## config.mk

```make
export PLATFORM = sky130hd
export DESIGN_NAME = bios_rom_arbiter
export DESIGN_NICKNAME = d
export VERILOG_FILES = /design/src/rtl/bios_pkg.sv /design/src/rtl/bios_rom_arbiter.sv
export SDC_FILE = /design/constraint.sdc
export NUM_CORES = 1
export LEC_CHECK = 0
export CAP_MARGIN = 25
export CORE_MARGIN = 8
export CORE_UTILIZATION = 41
export CTS_CLUSTER_DIAMETER = 80
export CTS_CLUSTER_SIZE = 20
export DETAILED_ROUTE_END_ITERATION = 16
export PLACE_DENSITY = 0.79
export SLEW_MARGIN = 15
export SYNTH_ARGS = -nofsm -noshare
export SYNTH_HDL_FRONTEND = slang
export SYNTH_SLANG_ARGS = --single-unit
```

## constraint.sdc

```tcl
create_clock -name clock -period 1.85 [get_ports clock]
set_input_delay 0.37 -clock clock [delete_from_list [all_inputs] [get_ports clock]]
set_output_delay 0.37 -clock clock [all_outputs]
set_load 0.005 [all_outputs]
```

## src/rtl/bios_pkg.sv

```systemverilog
// rtl/bios_pkg.sv - shared types, constants and helpers for the BIOS ROM arbiter
//
// Purpose : arbiter state encoding, requester identity, default BIOS base
//           address and the 32-bit byte-reversal helper.
// Ports   : none (package).
package bios_pkg;

    typedef enum logic [1:0] {
        IDLE,
        FETCH,
        BURST,
        ERROR
    } state_e;

    typedef enum logic {
        FETCH_REQ,
        BUS_REQ
    } requester_e;

    localparam logic [31:0] BIOS_BASE_DEFAULT = 32'hF000_0000;

    // The ROM image is little-endian and the CPU is big-endian.
    function automatic logic [31:0] byteswap32(input logic [31:0] d);
        return {d[7:0], d[15:8], d[23:16], d[31:24]};
    endfunction

endpackage

```

## src/rtl/bios_rom_arbiter.sv

```systemverilog
// rtl/bios_rom_arbiter.sv - shares the combinational BIOS ROM between fetch and bus ports
//
// Purpose : round-robin arbitration between single-word instruction fetches and
//           bus read bursts (1..16 beats), ROM address generation, registered and
//           optionally byte-swapped read data, error response for bus writes and
//           out-of-range bus addresses.
// Ports   : clock, nReset              - clock, async active-low reset
//           fetchRequest/Address       - fetch request in, held until fetchGrant
//           fetchGrant/DataValid/Data  - fetch accept pulse and returned word
//           busRequest/Address/BurstSize/Write - bus request in, held until busGrant
//           busGrant/DataValid/Data/Error/EndTransaction - bus responses
//           romAddress, romData        - word address out, combinational data in
module bios_rom_arbiter
    import bios_pkg::*;
#(
    parameter int          ROM_ADDR_WIDTH = 11,
    parameter logic [31:0] BIOS_BASE      = BIOS_BASE_DEFAULT,
    parameter bit          SWAP_BYTES     = 1'b1
) (
    input  logic                      clock,
    input  logic                      nReset,
    input  logic                      fetchRequest,
    input  logic [31:0]               fetchAddress,
    output logic                      fetchGrant,
    output logic                      fetchDataValid,
    output logic [31:0]               fetchData,
    input  logic                      busRequest,
    input  logic [31:0]               busAddress,
    input  logic [3:0]                busBurstSize,
    input  logic                      busWrite,
    output logic                      busGrant,
    output logic                      busDataValid,
    output logic [31:0]               busData,
    output logic                      busError,
    output logic                      busEndTransaction,
    output logic [ROM_ADDR_WIDTH-1:0] romAddress,
    input  logic [31:0]               romData
);

    // First byte-address bit above the ROM window; bits from here up form the region tag.
    localparam int TAG_LSB = ROM_ADDR_WIDTH + 2;

    state_e                    state, state_next;
    requester_e                last_grant, last_grant_next;
    logic [3:0]                beat_count, beat_count_next;
    logic [ROM_ADDR_WIDTH-1:0] rom_address_next;
    logic                      fetch_grant_next, fetch_valid_next;
    logic [31:0]               fetch_data_next;
    logic                      bus_grant_next, bus_valid_next, bus_error_next, bus_end_next;
    logic [31:0]               bus_data_next;
    logic [31:0]               rom_word;
    logic                      bus_in_range;
    logic                      pick_fetch, pick_bus;
    logic                      unused_addr_bits;

    assign rom_word     = SWAP_BYTES ? byteswap32(romData) : romData;
    assign bus_in_range = (busAddress[31:TAG_LSB] == BIOS_BASE[31:TAG_LSB]);

    // Fetch wins when alone or when the bus had the previous grant.
    assign pick_fetch = fetchRequest && (!busRequest || last_grant == BUS_REQ);
    assign pick_bus   = busRequest && !pick_fetch;

    // Fetch addresses are never range-checked; byte-lane bits are don't-care.
    assign unused_addr_bits = ^{fetchAddress[31:TAG_LSB], fetchAddress[1:0], busAddress[1:0]};

    always_comb begin
        state_next       = state;
        last_grant_next  = last_grant;
        beat_count_next  = beat_count;
        rom_address_next = romAddress;
        fetch_grant_next = 1'b0;
        fetch_valid_next = 1'b0;
        fetch_data_next  = fetchData;
        bus_grant_next   = 1'b0;
        bus_valid_next   = 1'b0;
        bus_data_next    = busData;
        bus_error_next   = 1'b0;
        bus_end_next     = 1'b0;

        case (state)
            IDLE: begin
                if (pick_fetch) begin
                    state_next       = FETCH;
                    last_grant_next  = FETCH_REQ;
                    fetch_grant_next = 1'b1;
                    rom_address_next = fetchAddress[TAG_LSB-1:2];
                end else if (pick_bus) begin
                    last_grant_next = BUS_REQ;
                    bus_grant_next  = 1'b1;
                    if (busWrite || !bus_in_range) begin
                        state_next = ERROR;
                    end else begin
                        state_next       = BURST;
                        rom_address_next = busAddress[TAG_LSB-1:2];
                        beat_count_next  = busBurstSize;
                    end
                end
            end
            FETCH: begin
                fetch_valid_next = 1'b1;
                fetch_data_next  = rom_word;
                state_next       = IDLE;
            end
            BURST: begin
                bus_valid_next   = 1'b1;
                bus_data_next    = rom_word;
                // Natural modulo wrap at the top of the ROM.
                rom_address_next = romAddress + ROM_ADDR_WIDTH'(1);
                if (beat_count == 4'd0) begin
                    bus_end_next = 1'b1;
                    state_next   = IDLE;
                end else begin
                    beat_count_next = beat_count - 4'd1;
                end
            end
            ERROR: begin
                bus_error_next = 1'b1;
                bus_end_next   = 1'b1;
                state_next     = IDLE;
            end
            default: state_next = IDLE;
        endcase
    end

    always_ff @(posedge clock or negedge nReset) begin
        if (!nReset) begin
            state             <= IDLE;
            last_grant        <= BUS_REQ;
            beat_count        <= 4'd0;
            romAddress        <= '0;
            fetchGrant        <= 1'b0;
            fetchDataValid    <= 1'b0;
            fetchData         <= 32'd0;
            busGrant          <= 1'b0;
            busDataValid      <= 1'b0;
            busData           <= 32'd0;
            busError          <= 1'b0;
            busEndTransaction <= 1'b0;
        end else begin
            state             <= state_next;
            last_grant        <= last_grant_next;
            beat_count        <= beat_count_next;
            romAddress        <= rom_address_next;
            fetchGrant        <= fetch_grant_next;
            fetchDataValid    <= fetch_valid_next;
            fetchData         <= fetch_data_next;
            busGrant          <= bus_grant_next;
            busDataValid      <= bus_valid_next;
            busData           <= bus_data_next;
            busError          <= bus_error_next;
            busEndTransaction <= bus_end_next;
        end
    end

endmodule

```

==> qor.csv <==
stage,metric,value,unit
floorplanning,coreArea,9640,sq um
place,gp_congestion,0.835,
setup_path,worst_ep_arrival_time,1410,ps
place,pre_cts_ws,-274,ps
detailed_routing,drt_wl_total,11300,um
logic_synthesis,synthTopCellsByArea,"dfrtp_1 54%, nand2_1 10%, mux2_2 9.6%, a21oi_1 3.1%, nor4_4 2.1%",
cells_and_area,fillers,827,
logic_synthesis,synth_edf_count,0,
place,post_dp_cell_area,5920,sq um
logic_synthesis,synth-seq-cells,88,
clock_tree,ctsHoldBuffers,1,
power,total_power,9.79,mW
power,p_int,6.42,mW
cells_and_area,antenna_cells,0,
clock_tree,cts.sinks,88,
detailed_routing,antenna_left,0,
setup_path,timing.rr.end,romAddress[1],
timing,fmax,563,MHz
global_route,grt_first_pass_wirelength,18400,um
timing,max_slew_margin,0.765,
global_route,grt_usage,0.175,
timing,min_period,1780,ps
global_route,grt_antenna_before_repair,0,
logic_synthesis,synth.most_common_cell,nand2_1,
timing,timing.final.ws_setup,74.8,ps
logic_synthesis,synth-seq-area-share,0.551,
logic_synthesis,synthCells,371,
place,dp_cells,673,
setup_path,crit_buf_inv,1,
timing,rsz0062_at_grt,no,
logic_synthesis,synthTopCellsByCount,"111 x nand2_1, 87 x dfrtp_1, 34 x mux2_2",
timing,finalHoldViolations,0,
cells_and_area,nets,660,
cells_and_area,multiInputGateArea,1670,sq um
setup_path,slowest_delay,580,ps
logic_synthesis,syn_area,4000,sq um
power,p_per_area,1600,nW/um^2
floorplanning,dieArea,13200,sq um
clock_tree,htreeDepth,3,
clock_tree,clockRootBuffer,clkbuf_8,
detailed_routing,routedWlPerCell,16.3,um
power,p_leak,2.64,nW
power,netSwitchingFraction,0.344,
clock_tree,cts_resized,0,
logic_synthesis,synth_top_area_share,0.544,
cells_and_area,regArea,2200,sq um
logic_synthesis,synth_flop_cell,dfrtp_1,
place,post-dp-hpwl,8540,um
cells_and_area,stdcell_area,6130,sq um
clock_tree,clk_latency,350,ps
detailed_routing,vias,3462,
floorplanning,ioPinCount,186,
detailed_routing,drc_errors,0,
timing,tightest_slew,351,ps
setup_path,critPathMaxFanout,8,
floorplanning,initial_utilization,0.415,
logic_synthesis,synthArstFlopShare,1.00,
detailed_routing,dr.pass1.iters,5,
setup_path,slowest_stage,clkdlybuf4s50_1,
global_route,grt_max_degree,58,
logic_synthesis,synth-warning-count,0,
hold_path,hp-class,in -> async,
timing,finalSetupViolCount,0,
cells_and_area,drive_above_1_share,0.165,
clock_tree,cts_made_buffers,9,
power,ir_drop,0.856,mV
flow_run,max_cap_violations,0,
power,switchingPower,3.37,mW
global_route,grt_pass1_vias,3735,
clock_tree,post-cts-setup-buffers,0,
logic_synthesis,synth_cell_types,46,
setup_path,critPathKind,reg -> out,
timing,fin_worst_skew,8.48,ps
setup_path,reg2reg_from,last_grant,
detailed_routing,via_per_inst,5.02,
global_route,grt_overflow,0,
setup_path,crit_family,buffers and inverters,
setup_path,worst_setup_path_end_kind,output port,
power,p_clk_frac,0.139,
timing,period_share,0.960,
cells_and_area,postLayoutCoreUtil,0.636,
timing,finalMaxSlewViolations,0,
setup_path,crit_chain,clkdlybuf4s50_1,
cells_and_area,areaGrowthSynthToFinish,53.3,%
cells_and_area,layout.cells.non_filler,690,
power,seqPwrFrac,0.356,
setup_path,r2r_slack,110,ps
setup_path,r2r_cells,4,
setup_path,required,1480,ps
setup_path,start_kind,flip-flop,
logic_synthesis,syn_nets,479,
detailed_routing,first_iter_violations,155,
clock_tree,cts_max_path_buffers,2,
power,p_comb_frac,0.505,
clock_tree,clk_pin_slew,100,ps
floorplanning,num_rows,36,
floorplanning,die_h,115,um
floorplanning,chipWidth,115,um
run_status,status,"complete, no violations",
logic_synthesis,synth_top_area_cell,dfrtp_1,
place,port_buffers,162,
logic_synthesis,syn_area_per_cell,10.8,sq um
clock_tree,cts_tree,yes,
final cells by class:
| class | count | share of cell area |
|---|---|---|
| repair buffers | 187 | 0.303 |
| inverters | 7 | 0.00429 |
| multi-input cells | 259 | 0.273 |
| flip-flops and latches | 88 | 0.360 |
| well taps | 133 | 0.0272 |
| clock buffers | 9 | 0.0202 |
| clock inverters | 7 | 0.0127 |
cell families (layout without fill, tap and decap cells):
| kind of cell | Yosys count | in the layout | share of synthesized area |
|---|---|---|---|
| DFF | 88 | 88 | 0.551 |
| AOI/OAI and AO/OA | 53 | 53 | 0.0898 |
| and+or+nand+nor | 158 | 158 | 0.193 |
| buffers and inverters | 24 | 210 | 0.0316 |
| adders and majority gates | 3 | 3 | 0.00939 |
| muxes | 45 | 45 | 0.125 |
worst reg2reg max path, stage by stage (launching register included):
cell	delay [ps]
dfstp_2	560
nand2b_1	150
nand2_2	230
o221ai_4	320
mux2_2	370
placed cells by master, fill, tap and decap left out, types with 5 or more instances in the layout:
| cell type | instances |
|---|---|
| buf_4 | 21 |
| dfrtp_1 | 87 |
| mux2_1 | 6 |
| nand3_1 | 13 |
| clkbuf_8 | 9 |
| o21ai_0 | 9 |
| inv_1 | 6 |
| mux2i_1 | 5 |
| nand2_1 | 111 |
| a21oi_1 | 25 |
| mux2_2 | 34 |
| clkdlybuf4s50_1 | 161 |
routing by layer:
| metal | track usage | up-vias | wire length [um] |
|---|---|---|---|
| li1 | - | 1635 | - |
| met1 | 0.211 | 1693 | 4700 |
| met2 | 0.304 | 123 | 5650 |
| met3 | 0.0499 | 11 | 814 |
| met4 | 0.0368 | 0 | 99 |
| met5 | 0 | - | 0 |
worst max path at each step:
stage,start,end,slack (ps),cells past startpoint
2_1_floorplan,busAddress[23],romAddress[1],310,4
3_3_place_gp,busAddress[23],romAddress[2],-250,6
3_5_place_dp,busAddress[19],romAddress[2],-270,6
4_1_cts,romAddress[6],romAddress[6],70,1
5_1_grt,busAddress[19],romAddress[3],4,7
6_report,romAddress[6],romAddress[6],70,1
flip-flops by register name, indices dropped and copies added, names as in the netlist:
signal and cells:
beat_count 4, busData 32, busDataValid 1, busEndTransaction 1, busError 1, busGrant 1
fetchData 32, fetchDataValid 1, fetchGrant 1, last_grant 1, romAddress 11, state 2
power by group through the flow:
stage	combinational [mW]	clock (mW)	sequential (mW)
6_report	4.94	1.36	3.49
3_5_place_dp	5.01	0	3.53
5_1_grt	5.39	1.53	3.62
3_3_place_gp	4.86	0	3.46
2_1_floorplan	2.14	0	3.52
4_1_cts	5.03	1.41	3.50
metrics by stage:
| stage | hold slack (ps) | TNS [ps] |
|---|---|---|
| 2_1_floorplan | 74.4 | 0 |
| 3_5_place_dp | 205 | -2910 |
| 5_1_grt | 383 | 0 |
| 4_1_cts | 381 | 0 |
| 3_3_place_gp | 201 | -2390 |
| 6_report | 393 | 0 |
Note: power is estimated with default switching activity, not from simulation.
==> variant 1, RTL diff (same settings) <==
Put one more register stage on the output `busError`, with the module's reset. The value now appears one clock later. The other outputs are not delayed to match.
--- a/src/rtl/bios_rom_arbiter.sv
+++ b/src/rtl/bios_rom_arbiter.sv
@@ -40,4 +40,6 @@
     // First byte-address bit above the ROM window; bits from here up form the region tag.
     localparam int TAG_LSB = ROM_ADDR_WIDTH + 2;
+
+    logic busError_s0;
 
     state_e                    state, state_next;
@@ -135,5 +137,5 @@
             busDataValid      <= 1'b0;
             busData           <= 32'd0;
-            busError          <= 1'b0;
+            busError_s0       <= 1'b0;
             busEndTransaction <= 1'b0;
         end else begin
@@ -148,6 +150,14 @@
             busDataValid      <= bus_valid_next;
             busData           <= bus_data_next;
-            busError          <= bus_error_next;
+            busError_s0       <= bus_error_next;
             busEndTransaction <= bus_end_next;
+        end
+    end
+
+    always_ff @(posedge clock or negedge nReset) begin
+        if (!nReset) begin
+            busError <= '0;
+        end else begin
+            busError <= busError_s0;
         end
     end
Check against the original RTL: not equivalent (Yosys sat finds a counterexample within 4 cycles, from zero or initial values and one cycle with nReset low).
==> variant 1 against the original RTL <==
Cell area grew 1.5%. Global-route usage grew 0.52 points. Worst setup slack better by 9.5 ps. Maximum frequency is 0.54% higher. Routed wire length up 4.1%. Sequential cell count up 1. Area after synthesis decreased by 1.5%. Clock power increased by 3%. Count of clock-buffer cells in the layout rose by 1. Cell count unchanged. Power up 3.8%. Critical path type is now reg2reg. Largest power group unchanged.
==> variant 1: results (changes against the original RTL) <==
Synth
  – Top cells by count, synth: 109 x nand2_1, 88 x dfrtp_1, 36 x mux2_2, 12 x o21ai_0
  – Adder-cell share of the synthesized area: 0.00953 (+0.000140)
  – Mapped Avg Cell Area: 10.5 um^2 (-2.8%)
  – Prevailing post-synth register cell: dfrtp_1
  – Synth Area in Compound Gates: 0.0867 (-0.00311)
  – Seq/Total Area, Yosys: 0.566 (+0.0146)
  – Syn_nets: 484 (+1.0%)
  – Synth cell types: 44 (-4.3%)
  – Async S/R FF share, synth: 1.00 (unchanged)
  – Post-synthesis mux area share: 0.121 (-0.00448)
  – Top post-synthesis cells by area: dfrtp_1 56%, nand2_1 10%, mux2_2 10%

Placed design
  – Port Buffers: 162 (unchanged)
  – RD Place Congestion: 0.834 (-0.19%)
  – Post-DP HPWL: 8760 um (+2.6%)
  – Placed Cells: 672 (-0.15%)

Layout
  – Nets@finish: 664 (+0.61%)
  – Share of layout cells above drive strength 1: 0.178 (+0.0131)
  – Fillers: 737 (-11%)

Power and ir drop
  – Combinational power share: 0.513 (+0.008)
  – Reg power frac: 0.350 (-0.006)
  – Worst VDD drop: 0.832 mV (-2.7%)
  – Leakage power: 0.00278 uW (+5.1%)
  – NetSw: 3530 uW (+4.7%)

Critical path
  – CP delay by family, top: flip-flops
  – Worst path max stage delay: 560 ps (-20 ps)
  – Highest net fanout along the worst path: 10 (+2)
  – Register-to-register setup slack: 80 ps (-30 ps)
  – CP Class: reg2reg
  – Worst Path Arrival: 2000 ps (+590 ps)
  – Slowest-stage cell, CP: dfstp_2
  – R2R Path End: romAddress[8]$_DFFE_PN0P_
  – Worst Reg2Reg Path Length in Cells: 6 (+2)

Clocking
  – Post-CTS Resized: 8 (+8)
  – Clock transition at the registers of the reported paths: 90 ps

Route
  – 1st-pass router iterations: 4 (-1)
  – Drt via density: 5.05 (+0.61%)
  – Initial DRC count: 141 (-9.0%)
  – Total wire length: 11700 um (+4.1%)

GRT
  – Tot GR Track Use: 0.180 (+0.00523)
  – Vias in the first global route: 3765 (+0.80%)
  – Antenna violations before repair: 0 (unchanged)
  – Largest net degree at the start of global routing: 40 (-31%)
  – First-pass GRT wire length: 18900 um (+2.8%)

Run status
  – Status: completed

Hold path
  – Hold Path Class: reg2reg

STA
  – Worst Skew: 10.4 ps (+1.92 ps)
  – Worst Max-Slew Pin Slew: 544 ps (+193 ps)
-- variant 1: cell type report --
class | instances | area share
timing repair buffer | 188 | 0.303
sequential | 89 | 0.358
tap | 129 | 0.0260
clock buffer | 10 | 0.0221
clock inverter | 6 | 0.0117
inverter | 6 | 0.00422
multi-input combinational | 262 | 0.275
-- variant 1: metrics by stage --
stage	area (um^2)	worst slack, ps	power [uW]	util	hold slack, ps
after floorplan	3940	79.9	5730	-	74.4
after global placement	5870	-405	8460	0.632	333
after detailed placement	5870	-483	8680	0.632	352
after CTS	6130	-29.0	10200	0.660	369
after global routing	6220	-7.63	10900	0.670	384
final	6220	84.3	10200	0.670	365
-- variant 1: per-layer routing --
| metal | track usage | vias to the layer above | part of all wire |
|---|---|---|---|
| li1 | - | 1652 | - |
| met1 | 0.207 | 1687 | 0.40 |
| met2 | 0.313 | 130 | 0.51 |
| met3 | 0.0602 | 14 | 0.075 |
| met4 | 0.0479 | 0 | 0.013 |
| met5 | 0 | - | 0 |
==> variant 2, RTL diff (same flow settings) <==
Made on the original files. Change the parameter `ROM_ADDR_WIDTH` from 11 to 9.
--- a/src/rtl/bios_rom_arbiter.sv
+++ b/src/rtl/bios_rom_arbiter.sv
@@ -14,5 +14,5 @@
     import bios_pkg::*;
 #(
-    parameter int          ROM_ADDR_WIDTH = 11,
+    parameter int          ROM_ADDR_WIDTH = 9,
     parameter logic [31:0] BIOS_BASE      = BIOS_BASE_DEFAULT,
     parameter bit          SWAP_BYTES     = 1'b1
Interface: changed (resized romAddress); port bits go from 186 to 184. The function was not compared with the original's and may differ.
==> variant 2 against the original RTL <==
The flow now finishes with violations (negative setup slack). Cell area decreased by 5.6%. Worst setup slack got worse by 98 ps. Sequential cell count decreased by 2. Non-clock buffer count decreased by 2. Area after synthesis decreased by 8.2%. Power decreased by 1.3%. Routed wire length decreased by 5.8%. Critical path type is now in2reg. Critical endpoint is now romAddress[2]$_DFFE_PN0P_. Highest routed layer unchanged.
==> variant 2: results (changes against the original RTL) <==
Run status
  – Status: complete, but fails checks
  – Failing checks: negative setup slack

Placed design
  – Port Buffers: 158 (-2.5%)
  – Setup WS pre-CTS: -718 ps (-444 ps)
  – Placed Cells: 611 (-9.2%)
  – RD Place Congestion: 0.822 (-1.6%)

GRT
  – Largest net degree at the start of global routing: 41 (-29%)
  – Vias in the first global route: 3407 (-8.8%)
  – First-pass GRT wire length: 17600 um (-4.3%)

Power and ir drop
  – Worst VDD drop: 0.971 mV (+13%)
  – Clock power share: 0.154 (+0.015)
  – Leakage power: 0.00260 uW (-1.4%)

Layout
  – Nets@finish: 625 (-5.3%)
  – Share of layout cells above drive strength 1: 0.187 (+0.0222)
  – Fillers: 707 (-15%)
  – Top Registers: busData x32, fetchData x32, romAddress x9

Synth
  – Top cells by count, synth: 101 x nand2_1, 85 x dfrtp_1, 33 x mux2_2, 14 x a21oi_1, 14 x nor2_1
  – Top post-synthesis cells by area: dfrtp_1 58%, nand2_1 10%, mux2_2 10%
  – Synth Instances: 337 (-9.2%)

STA
  – Final Setup Violations: 1 (+1)
  – Worst Skew: 8.70 ps (+0.216 ps)
  – Setup WS post-layout: -22.8 ps (-97.5 ps)
  – TNS Setup: -22.8 ps (-22.8 ps)

Critical path
  – Worst Path Arrival: 2100 ps (+690 ps)
  – Worst Reg2Reg Path Length in Cells: 5 (+1)
  – Crit path launch: busWrite

Route
  – DR WL/cell: 16.8 um (+3.0%)
  – Total wire length: 10600 um (-5.8%)
  – Initial DRC count: 166 (+7.1%)

Hold path
  – Hold Path Class: reg2reg
## variant 2: worst max-delay path: cells and delay by family
kind,cells,cell delay [ps]
simple gates,2,920
compound gates,2,550
buf+inv,2,260
## variant 2: final cells by class
class | instances | share of cell area
clock buffer | 9 | 0.0214
clock inverter | 7 | 0.0177
inverter | 8 | 0.00519
multi-input combinational | 228 | 0.253
sequential | 86 | 0.373
tap | 108 | 0.0234
timing repair buffer | 185 | 0.307
## variant 2: stage by stage
step / hold WS [ps] / area [um^2] / util / total power [uW]
6_report: 481 / 5780 / 0.663 / 9670
5_1_grt: 513 / 5780 / 0.663 / 10400
4_1_cts: 484 / 5790 / 0.663 / 9810
3_5_place_dp: 346 / 5520 / 0.633 / 8220
3_3_place_gp: 332 / 5520 / 0.633 / 8020
2_1_floorplan: 74.4 / 3670 / - / 5470
## variant 2: cell families (layout without fill, tap and decap cells)
logic type,Yosys count,in the layout,share of synthesized area
buffers and inverters,23,209,0.0259
and+or+nand+nor,142,142,0.167
adders and majority gates,2,2,0.00682
muxes,41,41,0.123
AOI/OAI and AO/OA,41,41,0.0856
DFF,86,86,0.587
xor gates and xnor gates,2,2,0.00477
## variant 2: repair_timing
action                                 4_1_cts  5_1_grt
setup buffers                                3        0
pin swaps                                    8        2
resized for setup                           38        4
hold buffers                                 1        0
endpoints found under the hold margin       28        0
setup endpoints to repair                   13        5
## variant 2: per-layer routing
metal | up-vias | part of all wire | global-route usage
li1 | 1501 | - | -
met1 | 1516 | 0.41 | 0.204
met2 | 113 | 0.49 | 0.287
met4 | 0 | 0.0081 | 0.0477
met5 | - | 0 | 0
met3 | 8 | 0.085 | 0.0693
